## src/rtl/dmem_arb_pkg.sv

```systemverilog
// Shared types and helpers for the two-port data-memory arbiter.
package dmem_arb_pkg;

    localparam int ARB_ADDR_W = 32;
    localparam int ARB_DATA_W = 32;

    typedef enum logic [1:0] {
        IDLE   = 2'd0,
        ACCESS = 2'd1,
        RESP   = 2'd2
    } arb_state_t;

    localparam logic REQ_CPU = 1'b0;
    localparam logic REQ_DBG = 1'b1;

    typedef struct packed {
        logic                  we;
        logic [ARB_ADDR_W-1:0] addr;
        logic [ARB_DATA_W-1:0] wdata;
    } arb_req_t;

    function automatic logic addr_misaligned(input logic [1:0] lo);
        return (lo != 2'b00);
    endfunction

endpackage

```

## src/rtl/dmem_arbiter_rr_arb2.sv

```systemverilog
// Two-way round-robin picker; on a tie the port that did not win last time is granted.
module rr_arb2
    import dmem_arb_pkg::*;
(
    input  logic       clk,
    input  logic       rst_n,
    input  logic [1:0] i_valid,
    input  logic       i_advance,
    output logic [1:0] o_grant
);

    logic       r_last_grant;
    logic [1:0] w_grant;

    // One-hot winner selection from the current requests and the previous winner
    always_comb begin
        w_grant = 2'b00;
        case (i_valid)
            2'b01:   w_grant = 2'b01;
            2'b10:   w_grant = 2'b10;
            2'b11: begin
                if (r_last_grant == REQ_DBG) begin
                    w_grant = 2'b01;
                end else begin
                    w_grant = 2'b10;
                end
            end
            default: w_grant = 2'b00;
        endcase
    end

    // Remember the most recent winner; reset favours the CPU port on the first tie
    always_ff @(posedge clk or negedge rst_n) begin
        if (!rst_n) begin
            r_last_grant <= REQ_DBG;
        end else if (i_advance && (w_grant != 2'b00)) begin
            r_last_grant <= w_grant[1];
        end
    end

    assign o_grant = w_grant;

endmodule

```

## src/rtl/dmem_arbiter.sv

```systemverilog
// Arbiter/sequencer in front of data_memory: accept one request, one access cycle, registered response.
// Build option DMEM_ARB_ALIGN_CHECK_EN: misaligned requests skip memory and return rX_rsp_err.
module dmem_arbiter
    import dmem_arb_pkg::*;
#(
    parameter int ADDR_W = ARB_ADDR_W,
    parameter int DATA_W = ARB_DATA_W
) (
    input  logic              clk,
    input  logic              reset,
    input  logic              r0_req_valid,
    output logic              r0_req_ready,
    input  logic              r0_req_we,
    input  logic [ADDR_W-1:0] r0_req_addr,
    input  logic [DATA_W-1:0] r0_req_wdata,
    output logic              r0_rsp_valid,
    input  logic              r0_rsp_ready,
    output logic [DATA_W-1:0] r0_rsp_rdata,
    input  logic              r1_req_valid,
    output logic              r1_req_ready,
    input  logic              r1_req_we,
    input  logic [ADDR_W-1:0] r1_req_addr,
    input  logic [DATA_W-1:0] r1_req_wdata,
    output logic              r1_rsp_valid,
    input  logic              r1_rsp_ready,
    output logic [DATA_W-1:0] r1_rsp_rdata,
    output logic [ADDR_W-1:0] mem_address,
    output logic [DATA_W-1:0] mem_write_data,
    output logic              mem_write,
    output logic              mem_read,
    input  logic [DATA_W-1:0] mem_read_data,
`ifdef DMEM_ARB_ALIGN_CHECK_EN
    output logic              r0_rsp_err,
    output logic              r1_rsp_err,
`endif
    output logic              busy
);

    arb_state_t        r_state;
    arb_req_t          r_hold;
    logic              r_gnt_id;
    logic              r_mem_write;
    logic              r_mem_read;
    logic [1:0]        r_rsp_valid;
    logic [DATA_W-1:0] r_rsp_rdata0;
    logic [DATA_W-1:0] r_rsp_rdata1;
    logic              r_busy;

    logic              w_idle;
    logic [1:0]        w_grant;
    arb_req_t          w_sel_req;
    logic              w_sel_mis;
    logic              w_hold_mis;
    logic              w_rsp_ready;
    logic [DATA_W-1:0] w_access_rdata;

    assign w_idle = (r_state == IDLE);

    rr_arb2 u_rr_arb2 (
        .clk       (clk),
        .rst_n     (reset),
        .i_valid   ({r1_req_valid, r0_req_valid}),
        .i_advance (w_idle),
        .o_grant   (w_grant)
    );

    // Steer the winning port's request into the common request struct
    always_comb begin
        w_sel_req = '0;
        if (w_grant[1]) begin
            w_sel_req.we    = r1_req_we;
            w_sel_req.addr  = ARB_ADDR_W'(r1_req_addr);
            w_sel_req.wdata = ARB_DATA_W'(r1_req_wdata);
        end else begin
            w_sel_req.we    = r0_req_we;
            w_sel_req.addr  = ARB_ADDR_W'(r0_req_addr);
            w_sel_req.wdata = ARB_DATA_W'(r0_req_wdata);
        end
    end

`ifdef DMEM_ARB_ALIGN_CHECK_EN
    assign w_sel_mis  = addr_misaligned(w_sel_req.addr[1:0]);
    assign w_hold_mis = addr_misaligned(r_hold.addr[1:0]);
`else
    assign w_sel_mis  = 1'b0;
    assign w_hold_mis = 1'b0;
`endif

    assign w_rsp_ready    = r_gnt_id ? r1_rsp_ready : r0_rsp_ready;
    assign w_access_rdata = (r_hold.we || w_hold_mis) ? {DATA_W{1'b0}} : mem_read_data;

    // Sequencer: IDLE accepts, ACCESS drives memory for one cycle, RESP waits for the consumer
    always_ff @(posedge clk or negedge reset) begin
        if (!reset) begin
            r_state      <= IDLE;
            r_hold       <= '0;
            r_gnt_id     <= REQ_CPU;
            r_mem_write  <= 1'b0;
            r_mem_read   <= 1'b0;
            r_rsp_valid  <= 2'b00;
            r_rsp_rdata0 <= {DATA_W{1'b0}};
            r_rsp_rdata1 <= {DATA_W{1'b0}};
            r_busy       <= 1'b0;
        end else begin
            case (r_state)
                IDLE: begin
                    if (w_grant != 2'b00) begin
                        r_hold      <= w_sel_req;
                        r_gnt_id    <= w_grant[1];
                        r_mem_write <= w_sel_req.we && !w_sel_mis;
                        r_mem_read  <= !w_sel_req.we && !w_sel_mis;
                        r_busy      <= 1'b1;
                        r_state     <= ACCESS;
                    end
                end
                ACCESS: begin
                    r_mem_write <= 1'b0;
                    r_mem_read  <= 1'b0;
                    if (r_gnt_id == REQ_DBG) begin
                        r_rsp_rdata1   <= w_access_rdata;
                        r_rsp_valid[1] <= 1'b1;
                    end else begin
                        r_rsp_rdata0   <= w_access_rdata;
                        r_rsp_valid[0] <= 1'b1;
                    end
                    r_state <= RESP;
                end
                RESP: begin
                    if (w_rsp_ready) begin
                        r_rsp_valid <= 2'b00;
                        r_busy      <= 1'b0;
                        r_state     <= IDLE;
                    end
                end
                default: begin
                    r_mem_write <= 1'b0;
                    r_mem_read  <= 1'b0;
                    r_rsp_valid <= 2'b00;
                    r_busy      <= 1'b0;
                    r_state     <= IDLE;
                end
            endcase
        end
    end

`ifdef DMEM_ARB_ALIGN_CHECK_EN
    logic [1:0] r_rsp_err;

    // Error flag accompanies rsp_valid for a misaligned request
    always_ff @(posedge clk or negedge reset) begin
        if (!reset) begin
            r_rsp_err <= 2'b00;
        end else if ((r_state == ACCESS) && (r_gnt_id == REQ_DBG)) begin
            r_rsp_err <= {w_hold_mis, 1'b0};
        end else if (r_state == ACCESS) begin
            r_rsp_err <= {1'b0, w_hold_mis};
        end else if ((r_state == RESP) && w_rsp_ready) begin
            r_rsp_err <= 2'b00;
        end
    end

    assign r0_rsp_err = r_rsp_err[0];
    assign r1_rsp_err = r_rsp_err[1];
`endif

    // Ready is combinational in IDLE and forced low while reset is asserted
    assign r0_req_ready   = reset && w_idle && w_grant[0];
    assign r1_req_ready   = reset && w_idle && w_grant[1];
    assign r0_rsp_valid   = r_rsp_valid[0];
    assign r1_rsp_valid   = r_rsp_valid[1];
    assign r0_rsp_rdata   = r_rsp_rdata0;
    assign r1_rsp_rdata   = r_rsp_rdata1;
    assign mem_address    = r_hold.addr[ADDR_W-1:0];
    assign mem_write_data = r_hold.wdata[DATA_W-1:0];
    assign mem_write      = r_mem_write;
    assign mem_read       = r_mem_read;
    assign busy           = r_busy;

endmodule
```

## config.mk

```make
export PLATFORM = sky130hd
export DESIGN_NAME = dmem_arbiter
export DESIGN_NICKNAME = d
export VERILOG_FILES = /design/src/rtl/dmem_arb_pkg.sv /design/src/rtl/dmem_arbiter_rr_arb2.sv /design/src/rtl/dmem_arbiter.sv
export SDC_FILE = /design/constraint.sdc
export NUM_CORES = 1
export LEC_CHECK = 0
export ABC_AREA = 1
export CORE_UTILIZATION = 25
export DETAILED_ROUTE_END_ITERATION = 6
export SLEW_MARGIN = 15
export SYNTH_ARGS = -nofsm -noshare
export SYNTH_HDL_FRONTEND = slang
export SYNTH_SLANG_ARGS = --single-unit
```

## constraint.sdc

```tcl
create_clock -name clk -period 1.5 [get_ports clk]
set_input_delay 0.225 -clock clk [delete_from_list [all_inputs] [get_ports clk]]
set_output_delay 0.225 -clock clk [all_outputs]
set_load 0.1 [all_outputs]
```

[Yosys cells after proc, flatten, opt, wreduce, memory -nomap -nowiden]
Cells that the tools add are included.
Storage, ports and cells
  bits in registers: 138
  input bits: 168
  logic and storage cells: 59
  output and inout port bits: 135
Cells by class
  bitwise operators: 4
  equal/unequal tests: 9
  reduce and logical (&&, ||, !) cells: 15
  multiplexer cells: 18
Operators with widths (number)
  $mux W65: 1
  $mux W32: 1
  $pmux W2 S3: 3
  $reduce_and A2 Y1: 5
  $reduce_and A3 Y1: 3
  $ne A2 B2 Y1 const B: 4
  $mux W1: 7
  $eq A2 B2 Y1 const B: 3
  $mux W2: 3
  $eq A2 B1 Y1 const B: 2
  $logic_and A1 B1 Y1: 4
  $not A1 Y1: 4
  $pmux W1 S2: 2
  $pmux W1 S3: 1
  $logic_not A2 Y1: 1
  $reduce_bool A2 Y1: 1
  $logic_not A1 Y1: 1

[Depth between registers and ports, before layout]
Gate-level depths: netlist of run 1.
  depth in word-level cells: 6
  gate-level depth with buffers: 8
  gate-level depth less buffers: 6

[Hierarchy]
From an unflattened synthesis of run 1, not the netlist that was laid out.
Unflattened totals
  cell total of the unflattened synthesis: 878
  area, all modules: 6762.7 sq um
By module, submodules not included
  dmem_arbiter: cells an instance 869, area each 6696.4 sq um, times used 1, sequential area each 3428.3 sq um
  rr_arb2: cells an instance 9, area each 66.3 sq um, times used 1, sequential area each 26.3 sq um

[Worst setup path before layout of run 1]
OpenSTA, ideal clock, no wires.
  kind: register -> output
  start: register u_rr_arb2.r_last_grant
  end: output r1_req_ready
  data required time: 1.275 ns
  path slack: -0.921 ns
  buffers on the path: 1
  cell stages (with the launch flop): 5
  arrival: 2.196 ns
  path through: dfstp_2 -> inv_1 -> nand3_1 -> clkbuf_1 -> a21oi_1
Between the ends
  longest elaborated chain between the ends: 3
RTL lines
  start: declaration: RTL line dmem_arbiter_rr_arb2.sv:12  | logic r_last_grant;
  start signal: assignment: RTL line dmem_arbiter_rr_arb2.sv:37  | r_last_grant <= w_grant[1];
  $mux W2: RTL line dmem_arbiter_rr_arb2.sv:22  | if (r_last_grant == REQ_DBG) begin
  $pmux W2 S3: RTL line dmem_arbiter_rr_arb2.sv:18  | case (i_valid)
  $logic_and A1 B1 Y1: RTL line dmem_arbiter.sv:168  | assign r1_req_ready = reset && w_idle && w_grant[1];
  end: declaration: RTL line dmem_arbiter.sv:20  | output logic r1_req_ready,
No other way between the ends.

[Worst setup path in the final report of run 1]
  start: register u_rr_arb2.r_last_grant
  end: output r0_req_ready
Between the ends
  longest elaborated chain between the ends: 3
RTL lines
  $mux W2: RTL line dmem_arbiter_rr_arb2.sv:22
  $pmux W2 S3: RTL line dmem_arbiter_rr_arb2.sv:18
  $logic_and A1 B1 Y1: RTL line dmem_arbiter.sv:167  | assign r0_req_ready = reset && w_idle && w_grant[0];
  end: declaration: RTL line dmem_arbiter.sv:12  | output logic r0_req_ready,
No other way between the ends.

==> flow_summary_export.csv, run 1 <==
group,metric,value,unit
clock_network,clk_latency,0.42,ns
status,violations,"negative hold slack, negative setup slack",
drt,drtIter0Drc,424,
floorplanning,design.core.area,0.0286,sq mm
cells_and_area,nets,1429,
grt,grt_pass1_wl,39500,um
yosys,syn_area,0.00727,sq mm
setup_path,critical_path_class,"flop to primary output",
placed_design,gp_congestion,0.813,
cells_and_area,fill_cells,2764,
drt,first_pass_iters,4,
clock_network,clkSlewWorstSetupHoldPaths,0.08,ns
clock_network,htree_levels,4,
cells_and_area,syn2layout_area_growth,72.2,%
setup_path,path_cells,"inv_4 -> nand2_4 -> nand2_4 -> nor2_4 -> buf_12",
sta,slew_viol_final,0,
sta,min_period_over_period,110,%
clock_network,cts.hold.buffers_added,0,
grt,antenna_found_initial,0,
setup_path,crit_path_frequent_cell,"nand2_4",
sta,relSlewSlack,48.9,%
floorplanning,die_area,0.0298,sq mm
cells_and_area,utilization,43.8,%
drt,avgRoutedWirePerCell,14.8,um
setup_path,cp-start-kind,"flop",
setup_path,path_max_fanout,3,
yosys,synth-seq-area-share,47.5,%
yosys,synth.area.top_cells,"dfrtp_1 47%, nand2_1 19%, nand3_1 9.3%, inv_1 8.8%, buf_4 7.3%",
yosys,synth_top_area_share,47.1,%
grt,grt_max_degree,139,
sta,finalHoldViolCount,59,
cells_and_area,multi_input_area,0.00250,sq mm
clock_network,cts.sinks,138,
drt,vias,6919,
grt,grtUsageTotal,16.8,%
sta,fin_tns_setup,-0.258,ns
yosys,netlist-cell-type-count,16,
yosys,synth_nets,1183,
grt,gr-total-overflow,0,
sta,rsz0062_at_grt,"yes",
setup_path,endpoint_kind,"primary output",
yosys,syn_avg_cell_area,7.17,sq um
setup_path,cpPeakStageDelay,0.56,ns
cells_and_area,final_cell_mix,"369 x nand2_1, 169 x inv_1, 166 x clkdlybuf4s50_1, 145 x buf_12, 137 x dfrtp_1",
placed_design,hpwlAfterDp,17900,um
clock_network,cts-root-buf,"clkbuf_16",
yosys,ys_ff_latch,138,
drt,drc,0,
sta,fin_crit,1.65,ns
cells_and_area,drive_gt1_share,17.7,%
sta,worst_pin_slew,0.767,ns
placed_design,port_buffers,302,
clock_network,cts_buffers,17,
grt,grt_pass1_vias,6945,
sta,max_clock_freq,0.605,GHz
setup_path,cpMaxStageDelayCell,"dfstp_2",
drt,ant_nets,0,
sta,fin_skew,0.0154,ns
sta,finalSetupViolations,2,
floorplanning,ios,303,
yosys,syn_inst,1015,
cells_and_area,seq_area,0.00345,sq mm
sta,worst_slack,-0.152,ns
yosys,yosysWarnings,0,
cells_and_area,antenna_cells,0,
setup_path,arrival,1.43,ns
cells_and_area,final_common_cell,"nand2_1",
setup_path,worstPathRequired,1.27,ns
floorplanning,rows,62,
yosys,synth_top_cell_by_area,"dfrtp_1",
run,cap_violations,0,
sta,hold-worst-slack,-0.0383,ns
drt,via_per_inst,4.17,
floorplanning,start_util,25.4,%
floorplanning,die_x,173,um
clock_network,cts_tree,"yes",
floorplanning,die_h,173,um
drt,wl,24600,um
clock_network,clk_path_buf_depth,2,
worst_hold_path,hold_class,"primary input to async pin",
status,status,"finished, violations left",
==> synthesized netlist by cell type (all sizes together) <==
cell type and number:
a21oi 3, a22oi 1, buf 100, clkbuf 19, dfrtp 137, dfstp 1
inv 172, nand2 374, nand3 135, nor2 37, o21ai 35, o21bai 1
==> layer usage <==
metal | part of all wire, % | global-route usage [%]
met5 | 0 | 0
met4 | 2.0 | 4.99
met3 | 6.0 | 4.16
met2 | 49 | 27.7
met1 | 43 | 21.5
==> sequential cells by signal, indices dropped and copies added (netlist names), 2 cells and up <==
register	flops
mem_write_data	32
r0_rsp_rdata	32
mem_address	32
r_rsp_valid	2
r1_rsp_rdata	32
r_state	2
==> cell type report <==
cell class | count | area share, %
timing repair buffer | 346 | 38.9
sequential | 138 | 27.6
multi-input combinational | 586 | 19.9
inverter | 172 | 5.17
tap | 384 | 3.84
clock buffer | 17 | 3.40
clock inverter | 15 | 1.20
==> metrics by stage <==
| stage | worst slack (ns) | cell area (sq um) | cells | hold slack, ns |
|---|---|---|---|---|
| after floorplan | -0.0243 | 7300 | 1015 | -0.0706 |
| after global placement | -0.203 | 11800 | 1622 | 0.455 |
| after detailed placement | -0.215 | 11800 | 1622 | 0.461 |
| after CTS | -0.176 | 12500 | 1656 | 0.0188 |
| after global routing | -0.210 | 12500 | 1658 | 0.0393 |
| final | -0.152 | 12500 | 1658 | -0.0383 |
==> what timing repair did <==
action,4_1_cts,5_1_grt
resized for setup,6,6
setup buffers,2,1
pin swaps,3,0
setup endpoints to repair,2,11
cloned,0,2
==> critical path, delay by kind of cell (launching register included) <==
| family | cells | cell delay, ns |
|---|---|---|
| buf+inv | 2 | 0.23 |
| flops | 1 | 0.56 |
| simple gates | 3 | 0.21 |
==> final timing paths <==
kind | startpoint | endpoint | slack, ns | cells after the start
max reg2reg | r_state[1] | r1_rsp_rdata[11] | 0.11 | 7
min in group clk | mem_read_data[7] | r1_rsp_rdata[7] | 0.42 | 5
max | u_rr_arb2.r_last_grant | r0_req_ready | -0.15 | 5
max in group asynchronous | reset | mem_write_data[8] | 0.97 | 2
min | reset | mem_write_data[2] | -0.04 | 2
min reg2reg | busy | busy | 0.53 | 2
==> cells by family after synthesis <==
logic type / share of synthesized area [%]
AO/OA/AOI/OAI: 2.82
flip-flops: 47.5
buffers and inverters: 19.1
AND/OR/NAND/NOR: 30.5
Power of run 1 is left out: the tool's default activity adds up to more than one toggle a clock period on the data nets, which glitch-free logic cannot reach.
==> run 2: changes to the inputs <==
--- a/config.mk
+++ b/config.mk
@@ -6,8 +6,11 @@
 export NUM_CORES = 1
 export LEC_CHECK = 0
 export ABC_AREA = 1
+export CORE_ASPECT_RATIO = 1.75
 export CORE_UTILIZATION = 25
 export DETAILED_ROUTE_END_ITERATION = 6
+export GPL_TIMING_DRIVEN = 0
+export SKIP_CTS_REPAIR_TIMING = 1
 export SLEW_MARGIN = 15
 export SYNTH_ARGS = -nofsm -noshare
 export SYNTH_HDL_FRONTEND = slang
==> run 2 against run 1 <==
The run still ends with negative hold slack, negative setup slack left. First-iteration DRC count down 29%. Die area is essentially flat. Flip-flop and latch count is the same. Non-clock buffer count is 81 higher. Count of clock-buffer cells in the layout unchanged. Hold slack got worse by 0.27 ns. Final area down 11%. Wire length is 3.2% higher. Critical path depth is 1 higher. Largest cell class unchanged.
==> flow_summary_export.csv, run 2 (synthesis gave the netlist of run 1 again) <==
group,metric,value,unit
sta,rsz0062_at_grt,"yes",
cells_and_area,drive_gt1_share,22.0,%
sta,finalSetupViolations,4,
floorplanning,die_area,0.0298,sq mm
placed_design,hpwlAfterDp,19300,um
status,status,"finished, violations left",
clock_network,clkSlewWorstSetupHoldPaths,0.06,ns
clock_network,cts.sinks,138,
floorplanning,die_h,228,um
sta,fin_skew,0.0116,ns
status,violations,"negative hold slack, negative setup slack",
clock_network,htree_levels,4,
grt,grt_max_degree,93,
drt,via_per_inst,4.13,
setup_path,endpoint_kind,"primary output",
sta,finalHoldViolCount,47,
sta,hold-worst-slack,-0.307,ns
drt,wl,25400,um
setup_path,arrival,1.58,ns
sta,relSlewSlack,65.4,%
drt,avgRoutedWirePerCell,14.6,um
sta,worst_slack,-0.305,ns
setup_path,cp-start-kind,"flop",
setup_path,path_max_fanout,6,
setup_path,rrSetupSlack,-0.01,ns
sta,fin_crit,1.81,ns
drt,ant_nets,0,
grt,grt_pass1_vias,6918,
floorplanning,die_x,131,um
sta,worst_pin_slew,0.523,ns
floorplanning,start_util,25.4,%
grt,gr-total-overflow,0,
worst_hold_path,hold_class,"primary input to async pin",
sta,max_clock_freq,0.554,GHz
placed_design,preCtsSetupSlack,-1.43,ns
cells_and_area,final_cell_mix,"369 x nand2_1, 168 x inv_1, 164 x clkdlybuf4s50_1, 137 x dfrtp_1, 132 x nand3_1",
run,cap_violations,0,
setup_path,worstPathRequired,1.27,ns
floorplanning,design.core.area,0.0286,sq mm
setup_path,critical_path_class,"flop to primary output",
clock_network,clk_latency,0.45,ns
clock_network,cts_buffers,17,
placed_design,gp_congestion,0.861,
sta,slew_viol_final,0,
clock_network,cts-root-buf,"clkbuf_16",
grt,grtUsageTotal,17.6,%
cells_and_area,fill_cells,3026,
cells_and_area,final_common_cell,"nand2_1",
sta,min_period_over_period,120,%
clock_network,clk_path_buf_depth,2,
grt,antenna_found_initial,2,
drt,drtIter0Drc,299,
cells_and_area,syn2layout_area_growth,54.1,%
clock_network,cts_tree,"yes",
floorplanning,ios,303,
floorplanning,rows,82,
drt,first_pass_iters,7,
grt,grt_pass1_wl,38200,um
sta,fin_tns_setup,-0.582,ns
cells_and_area,nets,1510,
drt,vias,7165,
placed_design,port_buffers,302,
drt,drc,0,
[run 2: cell count changes in the layout (fill, tap and decap cells not counted), sizes merged]
cell           change
clkbuf           +104
clkdlybuf4s50      -2
dlymetal6s2s       +2
clkinv             -1
inv                +1
buf               -23
diode              +2
[run 2: metrics by stage]
| step | util [%] | hold WS [ns] | std cells | cell area (sq um) |
|---|---|---|---|---|
| 3_3_place_gp | 37.7 | 0.459 | 1695 | 10800 |
| 6_report | 39.1 | -0.307 | 1735 | 11200 |
| 4_1_cts | 39.8 | -0.323 | 1728 | 11400 |
| 3_5_place_dp | 37.8 | 0.165 | 1696 | 10800 |
| 5_1_grt | 39.1 | -0.296 | 1735 | 11200 |
| 2_1_floorplan | - | -0.0706 | 1015 | 7300 |
[run 2: routing by layer]
layer  vias to the layer above  track usage (%)  wire length (um)
li1                       3627                -                 -
met2                       234             32.4             13700
met3                        45             4.24              1220
met5                         -                0                 0
met4                         0             9.01               956
met1                      3259             18.2              9530
[run 2: critical path, cell delays in order (launching register included)]
cell and delay (ns):
dfstp_2 0.54, inv_2 0.05, nand2_2 0.05, nand2_2 0.07, buf_8 0.15, nor2_4 0.10
buf_12 0.18
[run 2: final cells by class]
| type | count | area, sq um | area share [%] |
|---|---|---|---|
| antenna | 2 | 5.00 | 0.0447 |
| buffer | 119 | 812 | 7.25 |
| clock buffer | 17 | 425 | 3.80 |
| clock inverter | 15 | 130 | 1.16 |
| inverter | 172 | 651 | 5.81 |
| multi-input combinational | 586 | 2490 | 22.2 |
| sequential | 138 | 3450 | 30.8 |
| tap | 378 | 473 | 4.22 |
| timing repair buffer | 308 | 2770 | 24.7 |
[run 2: path summary, 6_finish.rpt]
kind                       cells after the start              startpoint                endpoint
setup / recovery                               6  u_rr_arb2.r_last_grant            r0_req_ready
hold / removal                                 1                   reset         mem_address[13]
setup reg to reg                               8  u_rr_arb2.r_last_grant         mem_address[21]
hold reg to reg                                2        r1_rsp_rdata[17]        r1_rsp_rdata[17]
max in group asynchronous                      2                   reset  u_rr_arb2.r_last_grant
min in group clk                               5            r1_req_valid  u_rr_arb2.r_last_grant
Power of run 2 is left out for the same reason.
